File: config.mk
export PLATFORM = sky130hd
export DESIGN_NAME = pkt_fifo
export DESIGN_NICKNAME = d
export VERILOG_FILES = /design/src/rtl/pkt_fifo_pkg.sv /design/src/rtl/pkt_fifo_sdp_ram.sv /design/src/rtl/pkt_fifo.sv
export SDC_FILE = /design/constraint.sdc
export NUM_CORES = 2
export LEC_CHECK = 0
export BUFFER_PORTS_ARGS = -buffer_cell sky130_fd_sc_hd__buf_2
export CORE_MARGIN = 3
export CORE_UTILIZATION = 25
export DETAILED_ROUTE_END_ITERATION = 10
export GPL_TIMING_DRIVEN = 0
export MAX_ROUTING_LAYER = met4
export SYNTH_ARGS = -nofsm -noshare
export SYNTH_HDL_FRONTEND = slang
export SYNTH_HIERARCHICAL = 1
export SYNTH_SLANG_ARGS = --single-unit
File: constraint.sdc
create_clock -name clk -period 16.7 [get_ports clk]
set_input_delay 2.505 -clock clk [delete_from_list [all_inputs] [get_ports clk]]
set_output_delay 2.505 -clock clk [all_outputs]
set_load 0.01 [all_outputs]
File: src/rtl/pkt_fifo_pkg.sv
`default_nettype none
// ============================================================================
// Module      : pkt_fifo_pkg
// Description : Shared constants for the store-and-forward packet FIFO:
//               RAM word side-band width and PASS/DROP state encodings.
// Revision    : 1.0 - initial release
// ============================================================================
package pkt_fifo_pkg;

    // Side-band bits stored next to TDATA in every RAM word (TLAST only)
    localparam int unsigned c_LAST_W = 1;

    // Drop state machine encoding
    localparam int unsigned c_STATE_W = 1;
    localparam logic [c_STATE_W-1:0] c_ST_PASS = 1'b0;
    localparam logic [c_STATE_W-1:0] c_ST_DROP = 1'b1;

endpackage
`default_nettype wire

File: src/rtl/pkt_fifo_sdp_ram.sv
`default_nettype none
// ============================================================================
// Module      : pkt_fifo_sdp_ram
// Description : Simple dual-port RAM, one write port and one read port,
//               1-cycle registered read. The read register holds its value
//               while i_rd_en is low so it can act as the FIFO output stage.
// Revision    : 1.0 - initial release
// ============================================================================
module pkt_fifo_sdp_ram
    import pkt_fifo_pkg::*;
#(
    parameter int WORD_WIDTH = 64 + c_LAST_W,
    parameter int ADDR_WIDTH = 5
) (
    input  logic                  clk,
    input  logic                  rst,
    input  logic                  i_wr_en,
    input  logic [ADDR_WIDTH-1:0] i_wr_addr,
    input  logic [WORD_WIDTH-1:0] i_wr_data,
    input  logic                  i_rd_en,
    input  logic [ADDR_WIDTH-1:0] i_rd_addr,
    output logic [WORD_WIDTH-1:0] o_rd_data
);

    logic [WORD_WIDTH-1:0] r_mem [0:(1<<ADDR_WIDTH)-1];
    logic [WORD_WIDTH-1:0] r_rd_data;

    // Storage array write port
    always_ff @(posedge clk) begin
        if (i_wr_en) begin
            r_mem[i_wr_addr] <= i_wr_data;
        end
    end

    // Registered read; cleared on reset so the output data starts at zero
    always_ff @(posedge clk) begin
        if (rst) begin
            r_rd_data <= '0;
        end else if (i_rd_en) begin
            r_rd_data <= r_mem[i_rd_addr];
        end
    end

    assign o_rd_data = r_rd_data;

endmodule
`default_nettype wire

File: src/rtl/pkt_fifo.sv
`default_nettype none
// ============================================================================
// Module      : pkt_fifo
// Description : Store-and-forward AXI-Stream packet FIFO. A packet becomes
//               visible downstream only after its TLAST word is stored, so
//               it then streams without bubbles. The RAM read register is
//               the first-word-fall-through output stage.
//               Optional feature macro PKT_FIFO_DROP_EN: a partial packet
//               that overflows the FIFO is discarded (drop pulse) instead of
//               stalling the producer forever.
// Revision    : 1.0 - initial release
// ============================================================================
module pkt_fifo
    import pkt_fifo_pkg::*;
#(
    parameter int DATA_WIDTH = 64,
    parameter int ADDR_WIDTH = 5
) (
    input  logic                  clk,
    input  logic                  rst,
    input  logic [DATA_WIDTH-1:0] in_TDATA,
    input  logic                  in_TVALID,
    output logic                  in_TREADY,
    input  logic                  in_TLAST,
    output logic [DATA_WIDTH-1:0] out_TDATA,
    output logic                  out_TVALID,
    input  logic                  out_TREADY,
    output logic                  out_TLAST,
    output logic [ADDR_WIDTH:0]   occupancy,
    output logic                  drop
);

    localparam int c_WORD_W = DATA_WIDTH + c_LAST_W;
    localparam logic [ADDR_WIDTH:0] c_DEPTH   = {1'b1, {ADDR_WIDTH{1'b0}}};
    localparam logic [ADDR_WIDTH:0] c_PTR_ONE = {{ADDR_WIDTH{1'b0}}, 1'b1};

    // Pointers carry an extra wrap bit. r_rd_ptr marks the word presented on
    // the output (its slot stays occupied until accepted); r_fetch_ptr is the
    // next committed word to pull into the output register.
    logic [ADDR_WIDTH:0] r_wr_ptr;
    logic [ADDR_WIDTH:0] r_wr_commit;
    logic [ADDR_WIDTH:0] r_rd_ptr;
    logic [ADDR_WIDTH:0] r_fetch_ptr;
    logic [ADDR_WIDTH:0] r_occupancy;
    logic                r_out_vld;

    logic [ADDR_WIDTH:0] w_wr_ptr_nxt;
    logic [ADDR_WIDTH:0] w_wr_commit_nxt;
    logic [ADDR_WIDTH:0] w_rd_ptr_nxt;
    logic                w_full;
    logic                w_in_ready;
    logic                w_wr_en;
    logic                w_rd_en;
    logic                w_pop;
    logic                w_drop_start;
    logic [c_WORD_W-1:0] w_rd_word;

    assign w_full = (r_wr_ptr - r_rd_ptr) == c_DEPTH;
    assign w_pop  = r_out_vld && out_TREADY;
    // Refill the output stage whenever it is empty or being emptied this cycle
    assign w_rd_en = (r_fetch_ptr != r_wr_commit) && (!r_out_vld || out_TREADY);
    assign w_rd_ptr_nxt = w_pop ? (r_rd_ptr + c_PTR_ONE) : r_rd_ptr;

`ifdef PKT_FIFO_DROP_EN
    logic [c_STATE_W-1:0] r_state;
    logic                 r_drop;

    // Overflow with an uncommitted packet in flight: discard it
    assign w_drop_start = (r_state == c_ST_PASS) && w_full && in_TVALID
                          && (r_wr_ptr != r_wr_commit);
    assign w_in_ready   = (r_state == c_ST_DROP) || !w_full;
    assign w_wr_en      = in_TVALID && w_in_ready && (r_state == c_ST_PASS);

    // PASS/DROP control: swallow the rest of a dropped packet through TLAST
    always_ff @(posedge clk) begin
        if (rst) begin
            r_state <= c_ST_PASS;
            r_drop  <= 1'b0;
        end else begin
            r_drop <= w_drop_start;
            case (r_state)
                c_ST_PASS: if (w_drop_start) r_state <= c_ST_DROP;
                c_ST_DROP: if (in_TVALID && in_TLAST) r_state <= c_ST_PASS;
                default:   r_state <= c_ST_PASS;
            endcase
        end
    end

    assign drop = r_drop;
`else
    assign w_drop_start = 1'b0;
    assign w_in_ready   = !w_full;
    assign w_wr_en      = in_TVALID && w_in_ready;
    assign drop         = 1'b0;
`endif

    // Next write/commit pointers; a drop rewinds the write pointer to the
    // last packet boundary
    always_comb begin
        w_wr_ptr_nxt    = r_wr_ptr;
        w_wr_commit_nxt = r_wr_commit;
        if (w_wr_en) begin
            w_wr_ptr_nxt = r_wr_ptr + c_PTR_ONE;
            if (in_TLAST) begin
                w_wr_commit_nxt = r_wr_ptr + c_PTR_ONE;
            end
        end
        if (w_drop_start) begin
            w_wr_ptr_nxt = r_wr_commit;
        end
    end

    // Pointer, occupancy and output-valid state
    always_ff @(posedge clk) begin
        if (rst) begin
            r_wr_ptr    <= '0;
            r_wr_commit <= '0;
            r_rd_ptr    <= '0;
            r_fetch_ptr <= '0;
            r_occupancy <= '0;
            r_out_vld   <= 1'b0;
        end else begin
            r_wr_ptr    <= w_wr_ptr_nxt;
            r_wr_commit <= w_wr_commit_nxt;
            r_rd_ptr    <= w_rd_ptr_nxt;
            r_occupancy <= w_wr_ptr_nxt - w_rd_ptr_nxt;
            if (w_rd_en) begin
                r_fetch_ptr <= r_fetch_ptr + c_PTR_ONE;
                r_out_vld   <= 1'b1;
            end else if (w_pop) begin
                r_out_vld   <= 1'b0;
            end
        end
    end

    pkt_fifo_sdp_ram #(
        .WORD_WIDTH (c_WORD_W),
        .ADDR_WIDTH (ADDR_WIDTH)
    ) u_ram (
        .clk       (clk),
        .rst       (rst),
        .i_wr_en   (w_wr_en),
        .i_wr_addr (r_wr_ptr[ADDR_WIDTH-1:0]),
        .i_wr_data ({in_TDATA, in_TLAST}),
        .i_rd_en   (w_rd_en),
        .i_rd_addr (r_fetch_ptr[ADDR_WIDTH-1:0]),
        .o_rd_data (w_rd_word)
    );

    assign in_TREADY  = w_in_ready;
    assign out_TVALID = r_out_vld;
    assign out_TDATA  = w_rd_word[c_WORD_W-1 -: DATA_WIDTH];
    assign out_TLAST  = w_rd_word[0];
    assign occupancy  = r_occupancy;

endmodule
`default_nettype wire

* Word-level counts from Yosys, hierarchy flattened
Memory sizes are Yosys's and may differ from the RTL's. A register that Yosys moved wholly into a read port is not among the register bits.
Index checks and enable logic that the tools add are counted.
** Storage, ports and cells
- Output and inout port bits :: 74
- RAM bits :: 2080
- Input port bits :: 69
- Memories :: 1
- Register bits after elaboration :: 31
- Word-level logic and storage cells :: 28
** Memory list
- u_ram.r_mem :: depth 32, width 65, read ports 1, clocked after memory_dff 1, wr ports 1, RTL line pkt_fifo_sdp_ram.sv:25 : logic [WORD_WIDTH-1:0] r_mem [0:(1<<ADDR_WIDTH)-1];
** Cells by class
- Add/subtract/negate cells :: 5
- Eq/ne operators :: 2
- Muxes and demuxes :: 6
- Reductions and logical operators :: 8
** Operator list (count)
- 6-bit by 1-bit adder with 6-bit output, second input constant :: 3
- 6-bit two-way mux :: 2
- 6-bit subtractor :: 2
- 6-bit == test, second input constant :: 1
- 6-bit inequality test :: 1
- 1-bit two-way mux :: 4
- 1-bit logical AND :: 3
- 1-bit logical NOT :: 2
- 2-bit AND reduction :: 1
- 2-bit nonzero test :: 1
- 1-bit logical OR :: 1

* Longest topological paths before layout
- Depth in word-level cells :: 6
- Gate-level depth with buffers :: 17
- Depth with buffers taken out :: 16

* Cells and area by module
The synthesis kept the hierarchy.
** Modules (own cells, without submodules)
- pkt_fifo_sdp_ram :: seq. area each 63761.2 sq um, times used 1, area an instance 81644.6 sq um, cells each 3563
- pkt_fifo :: seq. area each 620.6 sq um, times used 1, area an instance 1846.8 sq um, cells each 215

* Worst setup path after synthesis
No wires, ideal clock.
- Path type :: input-to-reg
- Start point :: input port in_TVALID
- End point :: memory u_ram/r_mem[12][0] (netlist bit) (enable)
- Setup time :: 0.489 ns
- Path slack :: 10.059 ns
- Data arrival time :: 6.153 ns
- Cell stages on the path :: 6
- Cells stage by stage :: buf_2 nand2_1 inv_1 or3b_2 clkbuf_1 nor2_1
** On the way
- Word-level cells in the longest chain between the ends :: 3
** Ends and longest elaborated chain
- start: declaration :: RTL line pkt_fifo.sv:22 : input logic in_TVALID,
- 1-bit logical AND :: RTL line pkt_fifo.sv:93 : assign w_wr_en = in_TVALID && w_in_ready;
- via w_wr_en :: RTL line pkt_fifo.sv:52 : logic w_wr_en;
- 1-bit two-way mux :: RTL line pkt_fifo_sdp_ram.sv:30 : if (i_wr_en) begin
- 1-bit two-way mux (not written as such) :: RTL line pkt_fifo_sdp_ram.sv:31 : r_mem[i_wr_addr] <= i_wr_data;
- end: declaration :: RTL line pkt_fifo_sdp_ram.sv:25
The timed path passes the listed nets, and every way through them passes these cells.

* Final worst setup path
- Start point :: input port out_TREADY
- End point :: register u_ram.r_rd_data[8] (netlist: u_ram/o_rd_data[8]), read port of u_ram.r_mem
** On the way
- Word-level cells in the longest chain between the ends :: 2
** Ends and longest elaborated chain
- start: declaration :: RTL line pkt_fifo.sv:27 : input logic out_TREADY,
- 1-bit logical OR :: RTL line pkt_fifo.sv:61 : assign w_rd_en = (r_fetch_ptr != r_wr_commit) && (!r_out_vld || out_TREADY);
- 1-bit logical AND :: RTL line pkt_fifo.sv:61
- via w_rd_en :: RTL line pkt_fifo.sv:53 : logic w_rd_en;
- end: declaration :: RTL line pkt_fifo_sdp_ram.sv:26 : logic [WORD_WIDTH-1:0] r_rd_data;
The timed path passes the listed nets, and every way through them passes these cells.
A chain may end at the register's enable or synchronous reset.

==> metrics.md <==
| Metric | Value |
|---|---|
| Avg Synthesized Cell Area | roughly 22 um2 |
| Type of element launching the critical path | primary input |
| Routed Wire Length | around 240000 um |
| Simple-gate area share of the yosys netlist | approximately 1.5% |
| Yosys warning total | 6 |
| Yosys top cell area share | between 70% and 80% |
| CTS clock-pin slew for the worst setup and hold paths | roughly 0.060 ns |
| Number of antenna violations at the first check in global routing | 50 |
| Worst-Margin Slew | between 1 and 1.5 ns |
| Buffer levels on the longest clock path | 3 |
| Detail Placement HPWL | 160000 um |
| Worst vdd ir | 107 uV |
| FF+latch count, synth | about 2.2k |
| Routed length per instance | approximately 27 um |
| Area enclosed by the die boundary | between 0.3 and 0.4 mm2 |
| Number of sinks handled by clock tree synthesis | 2176 |
| Area inside the core boundary | 0.331 mm2 |
| Total clock buffers created by CTS | 212 |
| Clock tree skew after final layout | about 0.025 ns |
| Adder-cell area share of the yosys netlist | 0.219% |
| Cell type contributing the most total cell area after synthesis | edfxtp_1 |
| Clk root buf | clkbuf_16 |
| Number of synthesized flops with an enable pin | ~2.1k |
| Number of cells produced by synthesis | around 3.8k |
| Area of all placed cells without fillers | slightly below 0.1 mm2 |
| CP required | 17.44 ns |
| Reg-to-Reg Start | r_fetch_ptr[3] |
| Die width | 584 um |
| Xor/xnor share of the synthesized area | less than 1% |
| Initial core utilization | between 20% and 30% |
| Power per cell area | about 140 mW/mm2 |
| Crit Path Class | in2reg |
| Total vias in the final route | about 42k |
| Filler Cell Count | 31.9k |
| Final antenna-violating net count | 0 |
| Hold Crit Start | u_ram/o_rd_data[26] |
| Initial DRC count | between 4k and 5k |
| Fin. Hold Viols | 0 |
| Compound-Gate Fraction of Synth Area | 2.60% |
| Endpoint with the worst hold slack | u_ram/o_rd_data[26] |
| Unrepaired setup endpoints after global routing | no |
| Port Buffers | ~140 |
| Total area of sequential cells | between 0.06 and 0.07 mm2 |
| Unique cell type count in the Yosys netlist | 52 |
| Data arrival at the endpoint of the critical path | 7.52 ns |
| Minimum clock period | ~6.8 ns |
| Hold crit path type | reg2reg |
| Post-cts resize count | 0 |
| Proportion of synthesized chip area in sequential cells | 77.1% |
| Leak Pwr | about 0.03 uW |
| Dominant combinational cell family by area after synthesis | multiplexers |
| Syn nets | between 3k and 4k |
| Pre-CTS WS | roughly 9.3 ns |
| Setup Fix Bufs, Post-CTS | 0 |
| Hold_buf cts | 0 |
| Synth async-reset ratio | 0% |
| Final Cycle Share | slightly above 40% |
| Pin count of the biggest net entering global routing | 35 |
| Count of max-cap constraint violations | 0 |
| Mapped cell area | between 0.08 and 0.09 mm2 |
| Top cells by area, synth | edfxtp_1 (75%), mux4_2 (14%), dfxtp_1 (2.3%) |
| Final-report setup violation count | 0 |
| Outcome | finished clean |
| Number of slew-limit violations in the final report | 0 |
| Overall track demand over capacity in global routing | 13.9% |
| Area taken by multi-input logic gates | around 0.018 mm2 |
| Vias in the first global route | ~42k |
| Num rows | around 210 |
| Worst setup slack for register-to-register paths | about 11 ns |
| Leading register cell type out of synthesis | edfxtp_1 |
| Number of remaining DRC errors | 0 |
| Overall die height | 584 um |
| Worst Slack Setup Final | between 9 and 10 ns |
| Level count of the clock H-tree | 4 |
| Congestion Overflow GR | 0 |
| Wire length of the first global-routing pass | about 330000 um |
| Layout overhead on the synthesized area | 18.1% |
| CTS tree | yes |
| Fraction of layout instances using a drive strength above 1 | between 20 and 30% |
| Slew headroom | under 10% |
| Peak fanout along the critical path | 10 |
| I/O pins | 143 |
| Area post-placement | 0.0918 mm2 |
| Crit path capture type | flop |
| Setup total negative slack | 0 ns |
| Final weighted congestion in routability-driven placement | 0.797 |
| Maximum frequency from static timing analysis | around 150 MHz |
| Number of iterations in the first detailed-routing pass | 6 |
| Number of nets at the end of the flow | around 4.3k |
| Clock Latency Late Sink | roughly 0.83 ns |
| Critical register-to-register path endpoint | u_ram/o_rd_data[8] |
| Vias per cell | around 4.7 |
| Number of cells traversed by the worst register-to-register path | 10 |
| Worst hold stages | 1 |
| Mux cell area share after synthesis | between 10% and 20% |
[cell families after synthesis]
group                    Yosys count
other                              1
buffers and inverters            221
AO/OA/AOI/OAI                    341
adder cells (fa/ha/maj)           14
multiplexers                     760
XOR/XNOR                          30
flip-flops                      2176
AND/OR/NAND/NOR                  235
[worst max-delay path by stage]
| stage | start | end | slack, ns |
|---|---|---|---|
| 4_1_cts | out_TREADY | u_ram/o_rd_data[58] | 10.23 |
| 2_1_floorplan | in_TVALID | u_ram/r_mem[12][0] | 10.06 |
| 6_report | out_TREADY | u_ram/o_rd_data[8] | 9.92 |
| 3_5_place_dp | out_TREADY | u_ram/o_rd_data[62] | 9.35 |
| 5_1_grt | out_TREADY | u_ram/o_rd_data[58] | 9.93 |
| 3_3_place_gp | in_TVALID | u_ram/r_mem[12][45] | 5.74 |
[routing by layer]
layer,share of wire (%),vias up,global-route usage (%)
met3,9.9,342,4.16
met2,47,1852,21.7
li1,-,16900,-
met5,0,-,-
met4,3.1,0,4.60
met1,40,22600,17.3
[layout make-up]
| type | count | share of cell area (%) |
|---|---|---|
| antenna | 42 | 0.107 |
| multi-input combinational | 1381 | 18.7 |
| tap | 4366 | 5.54 |
| timing repair buffer | 236 | 2.68 |
| buffer | 210 | 0.931 |
| clock buffer | 297 | 5.97 |
| sequential | 2176 | 65.3 |
| inverter | 11 | 0.0469 |
| clock inverter | 99 | 0.778 |
[Yosys cell counts, drive strengths merged (11+ instances only)]
cell / number
inv: 11
ha: 13
a21oi: 44
nand2: 18
mux2: 116
xor2: 11
a211oi: 68
dfxtp: 96
o22ai: 76
nor2: 66
mux4: 520
o221ai: 28
nor2b: 65
clkbuf: 118
o21ai: 96
edfxtp: 2080
buf: 92
xnor2: 19
nand2b: 38
mux2i: 124
[layout by cell type, fill, tap and decap left out, types with 76 or more instances in the layout]
master	Yosys	routed
o22ai_1	76	76
dfxtp_1	96	96
o21ai_0	96	96
mux2_2	114	114
mux4_2	520	520
buf_12	0	94
buf_2	75	216
edfxtp_1	2080	2080
mux2i_1	124	124
clkbuf_1	118	176
clkbuf_16	0	216
[report_power, final]
group | total, uW | internal [uW] | leakage (uW) | switching [uW]
registers | 6210 | 6130 | 0.0195 | 81.7
logic | 3200 | 1290 | 0.00662 | 1900
clock network | 4580 | 2580 | 0.00324 | 2000
[flip-flops by register name (all words and copies together), names as in the netlist]
signal           flops
u_ram/r_mem       2080
u_ram/o_rd_data     65
occupancy            6
r_fetch_ptr          6
r_rd_ptr             6
r_wr_commit          6
r_wr_ptr             6
out_TVALID           1
[stage by stage]
| step | power (uW) | hold slack (ns) | utilization [%] | std cells |
|---|---|---|---|---|
| floorplan | 8230 | 0.467 | - | 3778 |
| global placement | 9520 | 0.448 | 27.1 | 8283 |
| detailed placement | 9550 | 0.466 | 27.7 | 8379 |
| CTS | 14100 | 0.482 | 29.7 | 8775 |
| global route | 14500 | 0.498 | 29.8 | 8803 |
| finish | 14000 | 0.483 | 29.8 | 8818 |
[critical path: stages]
cell	delay, ns
buf_2	0.11
nand2b_1	0.18
o31a_1	0.15
clkbuf_1	0.52
clkbuf_1	1.10
clkbuf_1	0.50
clkbuf_1	1.03
clkbuf_1	0.93
o21ai_0	0.27
o22ai_1	0.20
(Power assumes the default switching activity.)
